### src/rtl/toeplitz_mv_multiplier_pkg.sv
// Shared defaults, counter sizing and FSM state encoding for the
// streaming Toeplitz matrix-vector multiplier.
package toeplitz_mv_multiplier_pkg;

    localparam int N_DEF          = 16;
    localparam int DATA_WIDTH_DEF = 8;

    typedef enum logic {
        LOAD = 1'b0,
        OUT  = 1'b1
    } tmvp_state_e;

    // Beat counter must reach 2N-2 while loading.
    function automatic int cnt_width(input int n);
        return $clog2(2 * n);
    endfunction

endpackage

### src/rtl/toeplitz_mv_multiplier_if.sv
// Stream bus for the Toeplitz multiplier: operand beats in, result words out.
interface toeplitz_mv_multiplier_if #(
    parameter int DATA_WIDTH = 8
);
    logic [DATA_WIDTH-1:0] s_axis_tdata_row;
    logic [DATA_WIDTH-1:0] s_axis_tdata_vec;
    logic                  s_axis_tvalid;
    logic [DATA_WIDTH-1:0] m_axis_tdata;
    logic                  m_axis_tvalid;

    modport slave (
        input  s_axis_tdata_row,
        input  s_axis_tdata_vec,
        input  s_axis_tvalid,
        output m_axis_tdata,
        output m_axis_tvalid
    );

    modport master (
        output s_axis_tdata_row,
        output s_axis_tdata_vec,
        output s_axis_tvalid,
        input  m_axis_tdata,
        input  m_axis_tvalid
    );
endinterface

### src/rtl/tmvp_mac_lane.sv
// One lane of the Toeplitz core: a single vector delay stage plus a
// wrap-around multiply-accumulate, both with synchronous clear and enable.
module tmvp_mac_lane #(
    parameter int DATA_WIDTH = 8
) (
    input  logic                  clk,
    input  logic                  reset,
    input  logic                  clear,
    input  logic                  en,
    input  logic [DATA_WIDTH-1:0] row,
    input  logic [DATA_WIDTH-1:0] d_in,
    output logic [DATA_WIDTH-1:0] d_out,
    output logic [DATA_WIDTH-1:0] acc
);

    logic [DATA_WIDTH-1:0] dly_q, dly_d;
    logic [DATA_WIDTH-1:0] acc_q, acc_d;
    logic [DATA_WIDTH-1:0] prod;

    // Product and sum are both truncated to DATA_WIDTH (mod 2^DATA_WIDTH).
    assign prod = row * d_in;

    always_comb begin
        dly_d = dly_q;
        acc_d = acc_q;
        if (clear) begin
            dly_d = '0;
            acc_d = '0;
        end else if (en) begin
            dly_d = d_in;
            acc_d = acc_q + prod;
        end
    end

    always_ff @(posedge clk or negedge reset) begin
        if (!reset) begin
            dly_q <= '0;
            acc_q <= '0;
        end else begin
            dly_q <= dly_d;
            acc_q <= acc_d;
        end
    end

    assign d_out = dly_q;
    assign acc   = acc_q;

endmodule

### src/rtl/toeplitz_mv_multiplier.sv
// Streaming Toeplitz matrix-vector multiplier: 2N-1 diagonal beats in,
// N result words out, one lane per output row.
module toeplitz_mv_multiplier
    import toeplitz_mv_multiplier_pkg::*;
#(
    parameter int N          = N_DEF,
    parameter int DATA_WIDTH = DATA_WIDTH_DEF
) (
    input  logic                            clk,
    input  logic                            reset,
    toeplitz_mv_multiplier_if.slave         bus
);

    localparam int CNT_W = cnt_width(N);
    localparam logic [CNT_W-1:0] LAST_BEAT = CNT_W'(2 * N - 2);
    localparam logic [CNT_W-1:0] LAST_OUT  = CNT_W'(N - 1);
    localparam logic [CNT_W-1:0] VEC_BEATS = CNT_W'(N);

    tmvp_state_e            state_q, state_d;
    logic [CNT_W-1:0]       cnt_q, cnt_d;
    logic                   beat_en;
    logic                   clr;
    logic                   out_vld;
    logic [DATA_WIDTH-1:0]  out_data;
    logic [DATA_WIDTH-1:0]  vec_m;
    logic [DATA_WIDTH-1:0]  dly [N+1];
    logic [DATA_WIDTH-1:0]  acc [N];

    always_comb begin
        state_d = state_q;
        cnt_d   = cnt_q;
        beat_en = 1'b0;
        clr     = 1'b0;
        out_vld = 1'b0;
        case (state_q)
            LOAD: begin
                if (bus.s_axis_tvalid) begin
                    beat_en = 1'b1;
                    if (cnt_q == LAST_BEAT) begin
                        state_d = OUT;
                        cnt_d   = '0;
                    end else begin
                        cnt_d = cnt_q + 1'b1;
                    end
                end
            end
            OUT: begin
                // Input beats are ignored here; the lanes stay frozen.
                out_vld = 1'b1;
                if (cnt_q == LAST_OUT) begin
                    clr     = 1'b1;
                    state_d = LOAD;
                    cnt_d   = '0;
                end else begin
                    cnt_d = cnt_q + 1'b1;
                end
            end
            default: begin
                state_d = LOAD;
                cnt_d   = '0;
            end
        endcase
    end

    always_ff @(posedge clk or negedge reset) begin
        if (!reset) begin
            state_q <= LOAD;
            cnt_q   <= '0;
        end else begin
            state_q <= state_d;
            cnt_q   <= cnt_d;
        end
    end

    // Past beat N-1 the vector lane input is forced to zero.
    assign vec_m  = (cnt_q < VEC_BEATS) ? bus.s_axis_tdata_vec : '0;
    assign dly[0] = vec_m;

    for (genvar i = 0; i < N; i++) begin : g_lane
        tmvp_mac_lane #(
            .DATA_WIDTH (DATA_WIDTH)
        ) u_lane (
            .clk   (clk),
            .reset (reset),
            .clear (clr),
            .en    (beat_en),
            .row   (bus.s_axis_tdata_row),
            .d_in  (dly[i]),
            .d_out (dly[i+1]),
            .acc   (acc[i])
        );
    end

    always_comb begin
        out_data = '0;
        if (out_vld) begin
            for (int i = 0; i < N; i++) begin
                if (cnt_q == CNT_W'(i)) begin
                    out_data = acc[i];
                end
            end
        end
    end

    assign bus.m_axis_tdata  = out_data;
    assign bus.m_axis_tvalid = out_vld;

endmodule

### src/flat_wrapper.sv
// flat-port wrapper written by rule: the top's interface ports become plain ports
module toeplitz_mv_multiplier_flat import toeplitz_mv_multiplier_pkg::*;
#(
    parameter int N          = N_DEF,
    parameter int DATA_WIDTH = DATA_WIDTH_DEF
)
  (clk, reset, bus_s_axis_tdata_row, bus_s_axis_tdata_vec, bus_s_axis_tvalid, bus_m_axis_tdata, bus_m_axis_tvalid);
  toeplitz_mv_multiplier_if #(.DATA_WIDTH(DATA_WIDTH)) bus_i ();
  input  logic clk;
  input  logic reset;
  input wire logic [$bits(bus_i.s_axis_tdata_row)-1:0] bus_s_axis_tdata_row;
  input wire logic [$bits(bus_i.s_axis_tdata_vec)-1:0] bus_s_axis_tdata_vec;
  input wire logic [$bits(bus_i.s_axis_tvalid)-1:0] bus_s_axis_tvalid;
  output wire logic [$bits(bus_i.m_axis_tdata)-1:0] bus_m_axis_tdata;
  output wire logic [$bits(bus_i.m_axis_tvalid)-1:0] bus_m_axis_tvalid;
  assign bus_i.s_axis_tdata_row = bus_s_axis_tdata_row;
  assign bus_i.s_axis_tdata_vec = bus_s_axis_tdata_vec;
  assign bus_i.s_axis_tvalid = bus_s_axis_tvalid;
  assign bus_m_axis_tdata = bus_i.m_axis_tdata;
  assign bus_m_axis_tvalid = bus_i.m_axis_tvalid;
  toeplitz_mv_multiplier #(.N(N), .DATA_WIDTH(DATA_WIDTH)) u_core (.clk(clk), .reset(reset), .bus(bus_i));
endmodule
### config.mk
export PLATFORM = sky130hd
export DESIGN_NAME = toeplitz_mv_multiplier_flat
export DESIGN_NICKNAME = d
export VERILOG_FILES = /design/src/rtl/toeplitz_mv_multiplier_pkg.sv /design/src/rtl/toeplitz_mv_multiplier_if.sv /design/src/rtl/tmvp_mac_lane.sv /design/src/rtl/toeplitz_mv_multiplier.sv /design/src/flat_wrapper.sv
export SDC_FILE = /design/constraint.sdc
export NUM_CORES = 2
export LEC_CHECK = 0
export CORE_MARGIN = 2
export CORE_UTILIZATION = 42
export CTS_CLUSTER_SIZE = 28
export DETAILED_ROUTE_END_ITERATION = 16
export PLACE_DENSITY_LB_ADDON = 0.05
export REMOVE_ABC_BUFFERS = 1
export SLEW_MARGIN = 40
export SYNTH_ARGS = -nofsm -noshare
export SYNTH_HDL_FRONTEND = slang
export SYNTH_HIERARCHICAL = 1
export SYNTH_SLANG_ARGS = --single-unit
### constraint.sdc
create_clock -name clk -period 6.7 [get_ports clk]
set_input_delay 0.67 -clock clk [delete_from_list [all_inputs] [get_ports clk]]
set_output_delay 0.67 -clock clk [all_outputs]
set_load 0.1 [all_outputs]
==> results by group <==
Status
  – Outcome: complete, no violations

Place
  – Placed Instances: 4135
  – PortBufs: 27
  – Dpl hpwl: 57900 um
  – Final Wtd Congestion: 0.837

Detailed routing
  – Avg WL per Cell: 19.5 um
  – Post-Route WL: 81800 um
  – 1st-iter DRT viols: 1181
  – TritonRoute pass-1 iters: 5
  – Via count: 21500
  – Detail Route Antenna Nets: 0
  – Vias per Instance: 5.13
  – Post-route DRC: 0

Global route
  – Largest net degree at the start of global routing: 113
  – First-pass GRT wire length: 133000 um
  – Global-route total usage across every layer: 23.6%
  – GRT overflow: 0
  – Vias in the first global route: ~23000
  – Initial antenna violation count: 1

STA
  – Setup tns final: 0 ns
  – Final min period: 5.15 ns
  – Final period utilization: around three quarters
  – Clock Skew: between 0.02 and 0.025 ns
  – Relative slew margins: 45.3%
  – Peak Freq: 194 MHz
  – Worst-Margin Slew: roughly 0.82 ns
  – Final Hold Fails: 0
  – Final setup violation count: 0
  – Final Max Tran Viols: 0
  – Post-Route Hold Slack: 0.0295 ns
  – RSZ-0062 raised after global routing: false

Worst hold path
  – HP Class: input pin to async pin

Clock network
  – TritonCTS Buffers: 36
  – Clk slew on worst S/H paths: 0.06 ns
  – Clock Latency Late Sink: 0.56 ns
  – Hold-fix buffers, CTS: 0
  – Htree depth: 2
  – Post-CTS setup buffers: 0
  – # clock sinks: 254
  – CTS tree: built
  – Root Driver: clkbuf_16
  – PostCTS Resize Cnt: 0
  – Clock Path Buffers: 3

Yosys
  – Synthesized cell area: 0.0294 mm2
  – Mean post-synth cell area: 9.04 um2
  – Synth Instances: ~3200
  – YS warnings: 6

Cells and area
  – Ant diodes: 0
  – Most frequent cells in the layout: 593 x inv_1, 444 x nand2_1, 288 x fa_1
  – Synth-to-Final Area Change: 8.53%
  – Nets: 3827
  – Layout Cells excl Fill: 4198
  – Share of cells above drive strength 1: 5.39%
  – Commonest non-fill, non-tap cell in the layout: inv_1

Die
  – Core Area: roughly 0.07 mm2
  – Die height: 268 um
  – Die ar.: 0.0721 mm2
  – Die W: roughly 270 um
  – Starting density of the core: 42.6%
  – Ports: 28
  – Core Rows: 96

Worst setup path
  – Worst endpoint required time: 7.18 ns
  – CP Buf/Inv Count: 3
  – Slowest stage cell, crit path: nor2b_1
  – Crit-path cells: nor2b_1 > nand2_1 > fa_1 > inv_1 > fa_1 > ha_1 > inv_1 > fa_1 > inv_1 > fa_1 > a21o_2 > a21oi_1 > xnor3_1 > xnor3_1 > a211oi_2
  – CP arrival: 5.63 ns
  – CP peak stage delay: 0.59 ns
  – CP Class: flop to flop
  – CP startpoint kind: flop
  – Setup crit end kind: flop
  – Max FO, Critical Path: 8
  – Cell mode on critical path: fa_1
  – Crit path max-delay family: adder cells
  – Critical Path Start: u_core/cnt_q[4]
  – FF-to-FF setup slack: 1.55 ns
  – Worst reg2reg path startpoint: u_core/cnt_q[4]

Power and ir drop
  – Power per cell area: ~490 mW/mm2
  – VDD IR max: 0.000304 V
  – P_leak: approximately 16 nW

Job
  – Total of max-cap violations: 0
-- report_power, final --
part / total (W) / switching [W] / internal (W)
combinational: 0.0106 / 0.00576 / 0.00481
clock: 0.00199 / 0.000791 / 0.00120
sequential: 0.00308 / 0.00101 / 0.00207
-- registers in the layout, indices dropped and copies added, names as in the netlist --
| signal | count |
|---|---|
| u_core/cnt_q | 5 |
| u_core/g_lane.u_lane/acc | 128 |
| u_core/g_lane.u_lane/d_out | 120 |
| u_core/state_q | 1 |
-- worst paths after layout --
| check | cells past startpoint | endpoint |
|---|---|---|
| setup / recovery | 15 | u_core/g_lane[0].u_lane/acc[7] |
| hold / removal | 1 | u_core/g_lane[15].u_lane/acc[7] |
| setup reg to reg | 15 | u_core/g_lane[0].u_lane/acc[7] |
| hold reg to reg | 2 | u_core/g_lane[2].u_lane/acc[4] |
| max in group asynchronous | 3 | u_core/g_lane[5].u_lane/d_out[6] |
| min in group clk | 2 | u_core/g_lane[2].u_lane/acc[4] |
-- routing by layer --
metal | wire length [um] | GRT usage (%) | part of all wire [%] | vias to the layer above
li1 | - | - | - | 10100
met1 | 38900 | 33.7 | 48 | 11000
met2 | 37900 | 38.6 | 46 | 377
met3 | 3200 | 2.76 | 3.9 | 93
met4 | 1800 | 5.53 | 2.2 | 2
met5 | 15 | 0 | 0.018 | -
-- cell type report --
class / count / area [um2]
clock inverters: 13 / 148
fillers: 6864 / 37100
inverters: 595 / 2250
flip-flops and latches: 254 / 6360
clock buffers: 50 / 1040
multi-input cells: 2288 / 20300
well taps: 931 / 1160
repair buffers: 67 / 647
-- through the flow --
step | instance area (um2) | setup WS [ns] | power [W] | util (%)
finish | 31900 | 1.55 | 0.0156 | 46.2
global route | 31900 | 1.31 | 0.0174 | 46.2
CTS | 31900 | 1.56 | 0.0158 | 46.2
detailed placement | 30700 | 1.03 | 0.0137 | 44.5
global placement | 30600 | 1.11 | 0.0135 | 44.4
floorplan | 28900 | -3.45 | 0.0114 | -
-- worst register-to-register path, stage by stage, from the launching register on --
cell	delay [ns]
dfrtp_1	0.54
nor2b_1	0.59
nand2_1	0.16
fa_1	0.54
inv_1	0.05
fa_1	0.45
ha_1	0.29
inv_1	0.05
fa_1	0.54
inv_1	0.08
fa_1	0.47
a21o_2	0.22
a21oi_1	0.14
xnor3_1	0.40
xnor3_1	0.37
a211oi_2	0.21
No activity file was read; power rests on OpenSTA's default activity.
